===== config.mk =====
export PLATFORM = sky130hd
export DESIGN_NAME = div9x4_seq
export DESIGN_NICKNAME = d
export VERILOG_FILES = /design/src/rtl/div9x4_seq.sv
export SDC_FILE = /design/constraint.sdc
export NUM_CORES = 1
export LEC_CHECK = 0
export CORE_UTILIZATION = 35
export DETAILED_ROUTE_END_ITERATION = 7
export PLACE_DENSITY = 0.6
export SYNTH_ARGS = -nofsm -noshare
export SYNTH_HDL_FRONTEND = slang
export SYNTH_SLANG_ARGS = --single-unit

===== constraint.sdc =====
create_clock -name clk -period 1.7 [get_ports clk]
set_input_delay 0.255 -clock clk [delete_from_list [all_inputs] [get_ports clk]]
set_output_delay 0.255 -clock clk [all_outputs]
set_load 0.03 [all_outputs]

===== src/rtl/div9x4_seq.sv =====
// Iterative unsigned restoring divider, one quotient bit per clock.
// Valid/ready handshakes on both sides; divide-by-zero yields all-ones quotient.
module div9x4_seq #(
  parameter int DW = 9,
  parameter int VW = 4
) (
  input  logic          clk,
  input  logic          rst,
  input  logic          in_valid,
  output logic          in_ready,
  input  logic [DW-1:0] dividend,
  input  logic [VW-1:0] divisor,
  output logic          out_valid,
  input  logic          out_ready,
  output logic [DW-1:0] quotient,
  output logic [VW-1:0] remainder,
  output logic          div_zero
);

  localparam int CW = $clog2(DW);

  typedef enum logic [1:0] {IDLE, CALC, DONE} state_t;

  state_t        state;
  logic [DW-1:0] dvd_reg;
  logic [VW-1:0] dvs_reg;
  logic [VW:0]   prem_reg;
  logic [CW-1:0] cnt_reg;
  logic          zero_reg;

  logic [VW+1:0] shifted;
  logic [VW+1:0] trial;
  logic          q_bit;
  logic [VW:0]   prem_next;
  logic [DW-1:0] dvd_next;

  // The shifted partial remainder always fits in VW+1 bits, so the top bit
  // of the trial difference is a clean borrow.
  always_comb begin
    shifted   = {prem_reg, dvd_reg[DW-1]};
    trial     = shifted - {2'b00, dvs_reg};
    q_bit     = ~trial[VW+1];
    prem_next = q_bit ? trial[VW:0] : shifted[VW:0];
    dvd_next  = {dvd_reg[DW-2:0], q_bit};
  end

  always_ff @(posedge clk) begin
    if (rst) begin
      state     <= IDLE;
      in_ready  <= 1'b1;
      out_valid <= 1'b0;
      quotient  <= '0;
      remainder <= '0;
      div_zero  <= 1'b0;
      cnt_reg   <= '0;
      dvd_reg   <= '0;
      dvs_reg   <= '0;
      prem_reg  <= '0;
      zero_reg  <= 1'b0;
    end else begin
      case (state)
        IDLE: begin
          if (in_valid) begin
            dvd_reg  <= dividend;
            dvs_reg  <= divisor;
            prem_reg <= '0;
            cnt_reg  <= CW'(DW - 1);
            zero_reg <= (divisor == '0);
            in_ready <= 1'b0;
            state    <= CALC;
          end
        end
        CALC: begin
          dvd_reg  <= dvd_next;
          prem_reg <= prem_next;
          cnt_reg  <= cnt_reg - CW'(1);
          if (cnt_reg == '0) begin
            state     <= DONE;
            out_valid <= 1'b1;
            quotient  <= zero_reg ? '1 : dvd_next;
            remainder <= zero_reg ? '0 : prem_next[VW-1:0];
            div_zero  <= zero_reg;
          end
        end
        DONE: begin
          if (out_ready) begin
            out_valid <= 1'b0;
            in_ready  <= 1'b1;
            state     <= IDLE;
          end
        end
        default: state <= IDLE;
      endcase
    end
  end

endmodule


# Word-level counts from Yosys, hierarchy flattened
# Cells that the tools add are included.
[word_totals]
regBits = 41
in_bits = 17
elab_cells = 50
[classes]
n_addsub = 2
eq_ne = 5
n_mux = 19
bitwise_logic = 1
n_reduce_logical = 12
[ops]
columns = ["op", "count"]
rows = [
  ["9-bit two-way mux", 2],
  ["9-bit case mux with 2 select lines", 1],
  ["5-bit two-way mux", 2],
  ["5-bit case mux with 2 select lines", 1],
  ["3-bit AND reduction", 3],
  ["4-bit zero test", 2],
  ["4-bit two-way mux", 2],
  ["4-bit case mux with 2 select lines", 1],
  ["2-bit two-way mux", 3],
  ["2-bit inequality test, second input constant", 3],
  ["2-bit case mux with 3 select lines", 1],
  ["2-bit AND reduction", 3],
  ["2-bit nonzero test", 3],
  ["6-bit by 4-bit subtractor with 6-bit output", 1],
  ["1-bit two-way mux", 4],
  ["1-bit case mux with 2 select lines", 2],
  ["4-bit by 1-bit subtractor with 4-bit output, second input constant", 1],
  ["2-bit by 1-bit equality test with 1-bit output, second input constant", 1],
  ["2-bit equality test, second input constant", 1],
  ["2-bit zero test", 1],
  ["1-bit inverter", 1],
]

# Logic depth before layout (Yosys ltp)
[logic_depth]
depth_word = 3
depth_mapped = 9
depth_no_buf = 9

# Least setup slack after synthesis
# OpenSTA, ideal clock, no wires.
[synth_timing]
kind = "register -> register"
from = "register dvs_reg[1]"
to = "register prem_reg[0]"
setup_time_ns = 0.083
arrival_time_ns = 1.744
required_ns = 1.617
path_slack_ns = -0.128
path_stages_with_launch = 9
n_path_buf = 0
period_less_slack_ns = 1.828
cell_sequence = "dfxtp_1 -> inv_1 -> ha_1 -> nand2b_1 -> a21oi_2 -> a21oi_4 -> xnor2_4 -> mux2_4 -> o31ai_4"
[synth_via]
elab_chain_cells = 3
[synth_rtl]
columns = ["element", "line", "source"]
rows = [
  ["from (decl)", "26", "logic [VW-1:0] dvs_reg;"],
  ["from (signal assigned)", "65", "dvs_reg <= divisor;"],
  ["6-bit by 4-bit subtractor with 6-bit output", "41", "trial = shifted - {2'b00, dvs_reg};"],
  ["5-bit two-way mux", "43", "prem_next = q_bit ? trial[VW:0] : shifted[VW:0];"],
  ["5-bit case mux with 2 select lines", "61", "case (state)"],
  ["to (signal assigned)", "75", "prem_reg <= prem_next;"],
  ["to (decl)", "27", "logic [VW:0] prem_reg;"],
]
# No other way between the ends.
# A chain may end at the register's enable or synchronous reset.

# Worst setup path in the final report
[layout_timing]
from = "register dvs_reg[1]"
to = "register prem_reg[1]"
# Same word-level chain as after synthesis.

==> flow_summary_export.csv <==
group,metric,value,unit
status,status,"finished with violations",
status,violations,"negative setup slack",
pwr,pwr_density_cell,1170,nW/um^2
timing,skew,0.00243,ns
logic_synthesis,syn_nets,268,
pwr,ir_drop,0.000628,V
floorplanning,die_x,76.7,um
place,pre_cts_slack,-0.141,ns
setup_path,criticalPathCategory,"reg -> reg",
cts,cts_buffers,5,
logic_synthesis,synth_top_area_frac,0.420,
logic_synthesis,synthArstFlopShare,0,
timing,fin_ws,-0.126,ns
cts,clkTransAtPathRegs,0.08,ns
min_path,worstHoldEndpoint,"remainder[3]$_SDFFE_PP0P_",
pwr,p_leak,1.07,nW
cts,cts_max_level,2,
cts,cts_tree,"done",
timing,period_share,1.07,
setup_path,cpPeakStageDelay,0.35,ns
cts,clkSinkCount,41,
timing,final-hold-violation-count,0,
place,hpwlAfterDp,3.41,mm
logic_synthesis,synth_cells,245,
setup_path,critPathLaunchType,"flip-flop",
cts,clock_tree.buffer_depth,2,
floorplanning,start_util,0.373,
floorplanning,dieHeight,76.7,um
timing,timing.fmax,0.548,GHz
cts,worstSkewPairLatency,0.30,ns
timing,timing.hold.ws,0.449,ns
cells_and_area,fillerInstances,516,
floorplanning,num_rows,26,
drt,drc,0,
timing,rsz0062_at_grt,"true",
setup_path,path_cells,"inv_2 > ha_4 > nand2b_4 > a21oi_4 > a21oi_4 > xnor2_4 > mux2_4 > o31ai_4",
setup_path,regToRegSetupSlack,-0.13,ns
pwr,total_power,3.26,mW
setup_path,worst_path_most_repeated_cell,"a21oi_4",
setup_path,path_buf_inv,1,
timing,setup_viol,8,
drt,ant_nets,0,
logic_synthesis,synth_common_cells,"nor2_1 (51), dfxtp_1 (41), nor3_1 (25), a21oi_1 (21), nand2_1 (20)",
drt,drt-total-wl,4.76,mm
setup_path,cpLargestDelayFamily,"compound AO/OA/AOI/OAI gates",
logic_synthesis,synth_seq_cells,41,
grt,grt_pass1_wl,7.94,mm
setup_path,crit_arrival,2.04,ns
floorplanning,die_area,5880,sq um
logic_synthesis,ys_top_cells_by_area,"dfxtp_1 (42%), nor2_1 (9.8%), nor3_1 (6.4%)",
logic_synthesis,syn_area_per_cell,7.97,sq um
cells_and_area,final_net_count,322,
logic_synthesis,synth_most_common_cell,"nor2_1",
setup_path,cp_data_required_time,1.92,ns
cells_and_area,n_antenna_cell,0,
logic_synthesis,yosysWarnings,0,
timing,slew_headroom,0.729,
cts,root_buffer,"clkbuf_8",
floorplanning,io_pins,33,
drt,vias,1782,
timing,period_needed,1.83,ns
setup_path,crit_slowest_cell,"mux2_4",
timing,finalMaxSlewViolations,0,
flow_run,cap_violations,0,
place,port-buffer-count,32,
timing,max_slew.worst_pin.slew,0.406,ns
drt,avgRoutedWirePerCell,12.9,um
setup_path,reg2regPathDepth,8,
setup_path,r2r-start,"dvs_reg[1]$_SDFFE_PP0P_",
cells_and_area,drive_gt1_frac,0.230,
place,place.gp.congestion,0.800,
logic_synthesis,syn_area,1950,sq um
min_path,hold_start,"remainder[3]$_SDFFE_PP0P_",
grt,antenna_found_initial,0,
cells_and_area,syn_to_final_growth,42.4,%
grt,track_usage,0.171,
logic_synthesis,synth_area_leader_cell,"dfxtp_1",
min_path,hp-class,"reg -> reg",
cells_and_area,final_util,0.531,
floorplanning,core_area,5240,sq um
drt,via_per_inst,4.82,
grt,overflow,0,
logic_synthesis,ys_types,36,
drt,drtPass1Iterations,4,
logic_synthesis,ys.flop_type,"dfxtp_1",
min_path,hold_depth,2,
grt,grt_max_degree,25,
setup_path,critPathCaptureType,"flip-flop",
logic_synthesis,synth-edff-count,0,
setup_path,r2r-end,"prem_reg[1]$_SDFFE_PP0P_",
drt,first_iter_violations,56,
setup_path,cp_max_fo,5,
grt,grt_pass1_vias,1656,
logic_synthesis,synth_seq_area_share,0.420,
cts,hold_buffers,0,
==> timing repair <==
item | in CTS | in global routing
setup endpoints to repair | 8 | 13
cloned | 0 | 0
resized for setup | 6 | 20
pin swaps | 4 | 10
setup buffers | 0 | 2
==> cells in the final DEF, fill, tap and decap left out, types with 2 or more instances in the layout <==
| master | count |
|---|---|
| nor2b_1 | 10 |
| clkbuf_8 | 5 |
| dfxtp_2 | 4 |
| a211oi_1 | 5 |
| nor3_1 | 25 |
| nand2_1 | 20 |
| nor4_1 | 2 |
| nor2_1 | 48 |
| nor2_2 | 2 |
| bufinv_16 | 2 |
| clkdlybuf4s50_1 | 32 |
| a21oi_4 | 2 |
| inv_2 | 2 |
| buf_6 | 2 |
| inv_1 | 7 |
| dfxtp_1 | 37 |
| nand2b_1 | 4 |
| o31ai_1 | 2 |
| o21ai_0 | 8 |
| mux2_4 | 2 |
| a21oi_1 | 20 |
| buf_4 | 27 |
| o21ai_1 | 3 |
| o31ai_4 | 2 |
| ha_4 | 3 |
==> stage by stage <==
step	instance area, sq um	TNS [ns]	cells
final	2780	-0.667	370
after global routing	2780	-1.52	370
after CTS	2690	-0.531	368
after detailed placement	2530	-0.766	360
after global placement	2530	-0.452	360
after floorplan	1960	-0.362	245
==> area by class of cell <==
cell class | count | area, sq um | share of cell area
clock buffer | 5 | 68.8 | 0.0247
clock inverter | 3 | 68.8 | 0.0247
inverter | 9 | 33.8 | 0.0121
multi-input combinational | 180 | 1130 | 0.407
sequential | 41 | 826 | 0.297
tap | 70 | 87.6 | 0.0315
timing repair buffer | 62 | 566 | 0.203
==> routing by layer <==
metal	GRT usage	part of all wire	vias up
met1	0.236	0.50	822
met2	0.260	0.46	21
met5	0	0	-
li1	-	-	934
met3	0.0417	0.026	5
met4	0.0577	0.012	0
==> logic make-up after synthesis <==
logic type / after synthesis / synth area share
simple gates: 119 / 0.276
fa+ha+maj: 6 / 0.0423
mux: 4 / 0.0263
xor+xnor: 2 / 0.0186
flops: 41 / 0.420
buf+inv: 24 / 0.0487
compound gates: 49 / 0.168
==> worst max path at each step <==
stage / from / end / slack (ns) / cells past startpoint
floorplan: dvs_reg[1]$_SDFFE_PP0P_ / prem_reg[0]$_SDFFE_PP0P_ / -0.12 / 8
global placement: dvs_reg[1]$_SDFFE_PP0P_ / remainder[0]$_SDFFE_PP0P_ / -0.11 / 8
detailed placement: dvs_reg[1]$_SDFFE_PP0P_ / prem_reg[1]$_SDFFE_PP0P_ / -0.14 / 8
CTS: dvs_reg[1]$_SDFFE_PP0P_ / prem_reg[1]$_SDFFE_PP0P_ / -0.11 / 8
global route: prem_reg[0]$_SDFFE_PP0P_ / prem_reg[0]$_SDFFE_PP0P_ / -0.20 / 7
finish: dvs_reg[1]$_SDFFE_PP0P_ / prem_reg[1]$_SDFFE_PP0P_ / -0.13 / 8
==> report_power, final <==
group	switching, mW	internal [mW]	total, mW
Sequential	0.0849	1.08	1.16
Combinational	0.574	0.566	1.14
Clock	0.360	0.591	0.951
==> worst register-to-register path, stage by stage (launching register included) <==
cell and delay (ns):
dfxtp_2 0.34, inv_2 0.04, ha_4 0.26, nand2b_4 0.06, a21oi_4 0.18, a21oi_4 0.09
xnor2_4 0.26, mux2_4 0.35, o31ai_4 0.16
No activity file was read; power rests on OpenSTA's default activity.
==> RTL change 1, RTL diff (config.mk and constraints unchanged) <==
Change the parameter `DW` from 9 to 8.
--- a/src/rtl/div9x4_seq.sv
+++ b/src/rtl/div9x4_seq.sv
@@ -3,3 +3,3 @@
 module div9x4_seq #(
-  parameter int DW = 9,
+  parameter int DW = 8,
   parameter int VW = 4
Interface: changed (resized dividend and quotient); port bits go from 33 to 31. No check against the original RTL was run, so the function may have changed too.
==> RTL change 1 against the unedited design <==
The flow still finishes with violations (setup timing); synthesized area decreased by 6.6%; total power down 17%; wire length increased by 3.0%; cell area fell by 4.4%; setup slack worse by 0.018 ns; count of clock-buffer cells in the layout up 1; cell count down 5.1%; synthesized cell count shrank 9.0%; sequential cell count fell by 3; maximum frequency fell by 0.98%; largest power group unchanged.
==> RTL change 1: results (changes against the unedited design) <==
----------------------------------------------------
[Placement]
  Gpl congestion ... 0.7838 (-2.1%)

[Critical path]
  Slowest-stage cell, CP ... or4_1
  Cell class contributing the biggest share of worst-path delay ... simple AND/OR/NAND/NOR gates

[Run status]
  Violated checks ... setup timing
  Outcome ... finished with violations

[Detailed routing]
  Violation count after the first detailed-routing iteration ... 84 (+50%)
  Final WL ... 4896 um (+3.0%)
  Wire length on met3 ... 232 um (+87%)
  Vias per Instance ... 5.074 (+5.4%)
  Via count ... 1781 (-0.056%)

[Power and ir drop]
  Share of total power in combinational logic ... 0.328 (-0.022)
  Sw Share ... 0.3046 (-0.008450)

[Global route]
  Wire length of the first global-routing pass ... 8245 um (+3.9%)
  Global-route met1 utilization ... 0.2598 (+0.02399)
  Met3 Use GR ... 0.04065 (-0.001016)

[Logic synthesis]
  Top post-synthesis cells by count ... dfxtp_1 (38), nor2_1 (35), nor3_1 (27)
  Cells taking the most area after synthesis ... dfxtp_1 (42%), nor3_1 (7.4%), nor2_1 (7.2%)
  Fraction of synthesized area in multiplexers ... 0.01646 (-0.009804)
  Post-synthesis area per instance ... 8.180 um2 (+2.6%)
  Proportion of synthesized chip area in sequential cells ... 0.4170 (-0.003234)

[Finish]
  Number of nets in the finished design ... 306 (-5.0%)
  Filler cell count ... 477 (-7.6%)

[Timing]
  Setup violation total in the final timing report ... 9 (+1)
  Slew HR ... 0.7789 (+0.04985)
  Final WS setup ... -0.1441 ns (-0.01808 ns)

----------------------------------------------------
## RTL change 1: stage by stage
stage	instance area, um2	utilization	setup slack [ns]
final	2659	0.5449	-0.1441
after global routing	2659	0.5449	-0.2108
after CTS	2618	0.5364	-0.1246
after detailed placement	2427	0.4974	-0.1451
after global placement	2427	0.4974	-0.1024
after floorplan	1859	-	-0.05605
## RTL change 1: final timing paths
kind / from / to / slack, ns / cells past startpoint
max: dvs_reg[1] / prem_reg[4] / -0.14 / 8
min: remainder[2] / remainder[2] / 0.46 / 2
max reg2reg: dvs_reg[1] / prem_reg[4] / -0.14 / 8
min reg2reg: remainder[2] / remainder[2] / 0.46 / 2
## RTL change 1: timing repair
action                     in CTS  in global routing
setup endpoints to repair       9                 10
resized for setup              14                  7
buffers inserted                4                  1
pin swaps                       8                  3
## RTL change 1: final cells by class
type                       instances  area share
clock inverter                     2     0.01412
multi-input combinational        160      0.4033
tap                               67     0.03153
timing repair buffer              66      0.2174
sequential                        38      0.2894
inverter                          12     0.01694
clock buffer                       6     0.02729
==> RTL change 2, RTL diff (config.mk and constraints unchanged) <==
Made on the original files. Register the inputs `dividend` and `divisor` before use, cleared by the reset. The logic sees them one clock later. The other inputs are not delayed to match.
--- a/src/rtl/div9x4_seq.sv
+++ b/src/rtl/div9x4_seq.sv
@@ -22,2 +22,15 @@
   typedef enum logic [1:0] {IDLE, CALC, DONE} state_t;
+
+  logic [DW-1:0] dividend_q;
+  logic [VW-1:0] divisor_q;
+
+  always_ff @(posedge clk) begin
+    if (rst) begin
+      dividend_q <= '0;
+      divisor_q  <= '0;
+    end else begin
+      dividend_q <= dividend;
+      divisor_q  <= divisor;
+    end
+  end
 
@@ -63,7 +76,7 @@
           if (in_valid) begin
-            dvd_reg  <= dividend;
-            dvs_reg  <= divisor;
+            dvd_reg  <= dividend_q;
+            dvs_reg  <= divisor_q;
             prem_reg <= '0;
             cnt_reg  <= CW'(DW - 1);
-            zero_reg <= (divisor == '0);
+            zero_reg <= (divisor_q == '0);
             in_ready <= 1'b0;
Function: same outputs for any inputs over 10 cycles, from zero or initial values and one cycle with rst high; that may be too few to reach the edited logic, so the function may still have changed.
==> RTL change 2 against the unedited design <==
The run ends with DRC, setup timing left; total power is 6.7% higher; wire length is 16% higher; critical endpoint is now prem_reg[3]; sequential cell count is 13 higher; critical path depth is 2 lower; hold slack worse by 0.18 ns; core utilization is 2.8 points lower; maximum frequency is 3.2% lower; combinational power is 7% lower; cell area is 16% higher; synthesized area is 21% higher; largest power group unchanged; setup slack worse by 0.061 ns; cell count is 11% higher.
==> RTL change 2: results (changes against the unedited design) <==
----------------------------------------------------
[Global route]
  Wire length of the first global-routing pass ... 9535 um (+20%)

[Timing]
  Final WS setup ... -0.1866 ns (-0.06057 ns)
  Slew at the pin closest to its max-slew limit ... 0.4821 ns (+0.07622 ns)
  Setup violation total in the final timing report ... 10 (+2)

[Placement]
  Estimated wirelength of the detail-placed design ... 3967 um (+16%)
  Cell area reported after detailed placement ... 2990 um2 (+18%)

[Logic synthesis]
  Compound-gate portion of the synthesized area ... 0.1894 (+0.02155)
  Cells taking the most area after synthesis ... dfxtp_1 (46%), nor2_1 (7.3%), nor3_1 (5.9%)
  Cells after synthesis ... 276 (+13%)
  Top post-synthesis cells by count ... dfxtp_1 (54), nor2_1 (46), nor3_1 (28)
  Synthesized netlist net count ... 299 (+12%)

[Finish]
  Share of cell area taken by multi-input logic gates ... 0.4044 (-0.002245)
  Combined flip-flop and latch cell area ... 1089 um2 (+32%)
  Filler cell count ... 612 (+19%)
  Signal buffers share of area ... 0.1800 (-0.02337)
  Clock network contribution to total cell area ... 0.03754 (-0.01194)

[Run status]
  Outcome ... finished with violations
  Violated checks ... DRC, setup timing

[Detailed routing]
  Number of iterations in the first detailed-routing pass ... 6 (+2)
  Detailed-route DRC error count ... 2 (+2)
  Detail-routed net length per standard cell ... 13.39 um (+4.2%)
  Violation count after the first detailed-routing iteration ... 167 (+200%)

[Power and ir drop]
  Share of total power in combinational logic ... 0.307 (-0.043)

[Hold path]
  Path category of the worst min-delay check ... input port to flop

[Clock tree]
  Count of buffers added by post-CTS timing repair for setup ... 1 (+1)
  Worst-path clk slew ... 0.10 ns (+0.02 ns)

----------------------------------------------------
RTL change 2: cell count changes after synthesis, sizes merged, moves of 5 or more:
cell / unedited run / this run
nor2b: 10 / 17
dfxtp: 41 / 54
nor2: 51 / 46
a2bb2oi: 0 / 6
RTL change 2: final timing paths:
check | endpoint | depth (start not counted) | startpoint | slack, ns
min reg2reg | dvs_reg[3] | 2 | divisor_q[3] | 0.45
max reg2reg | prem_reg[3] | 6 | prem_reg[1] | -0.19
max | prem_reg[3] | 6 | prem_reg[1] | -0.19
min | prem_reg[3] | 2 | rst | 0.27
RTL change 2: logic make-up (layout without fill, tap and decap cells):
group                    after synthesis  in the layout
AND/OR/NAND/NOR                      124            124
AO/OA/AOI/OAI                         62             62
flip-flops                            54             54
buffers and inverters                 26             85
adder cells (fa/ha/maj)                6              6
multiplexers                           3              3
XOR/XNOR                               1              1
RTL change 2: layer usage:
metal  part of all wire  GRT usage
met3              0.042    0.03264
met5                  0          0
met4              0.014    0.05016
met2               0.43     0.2466
met1               0.51     0.2455
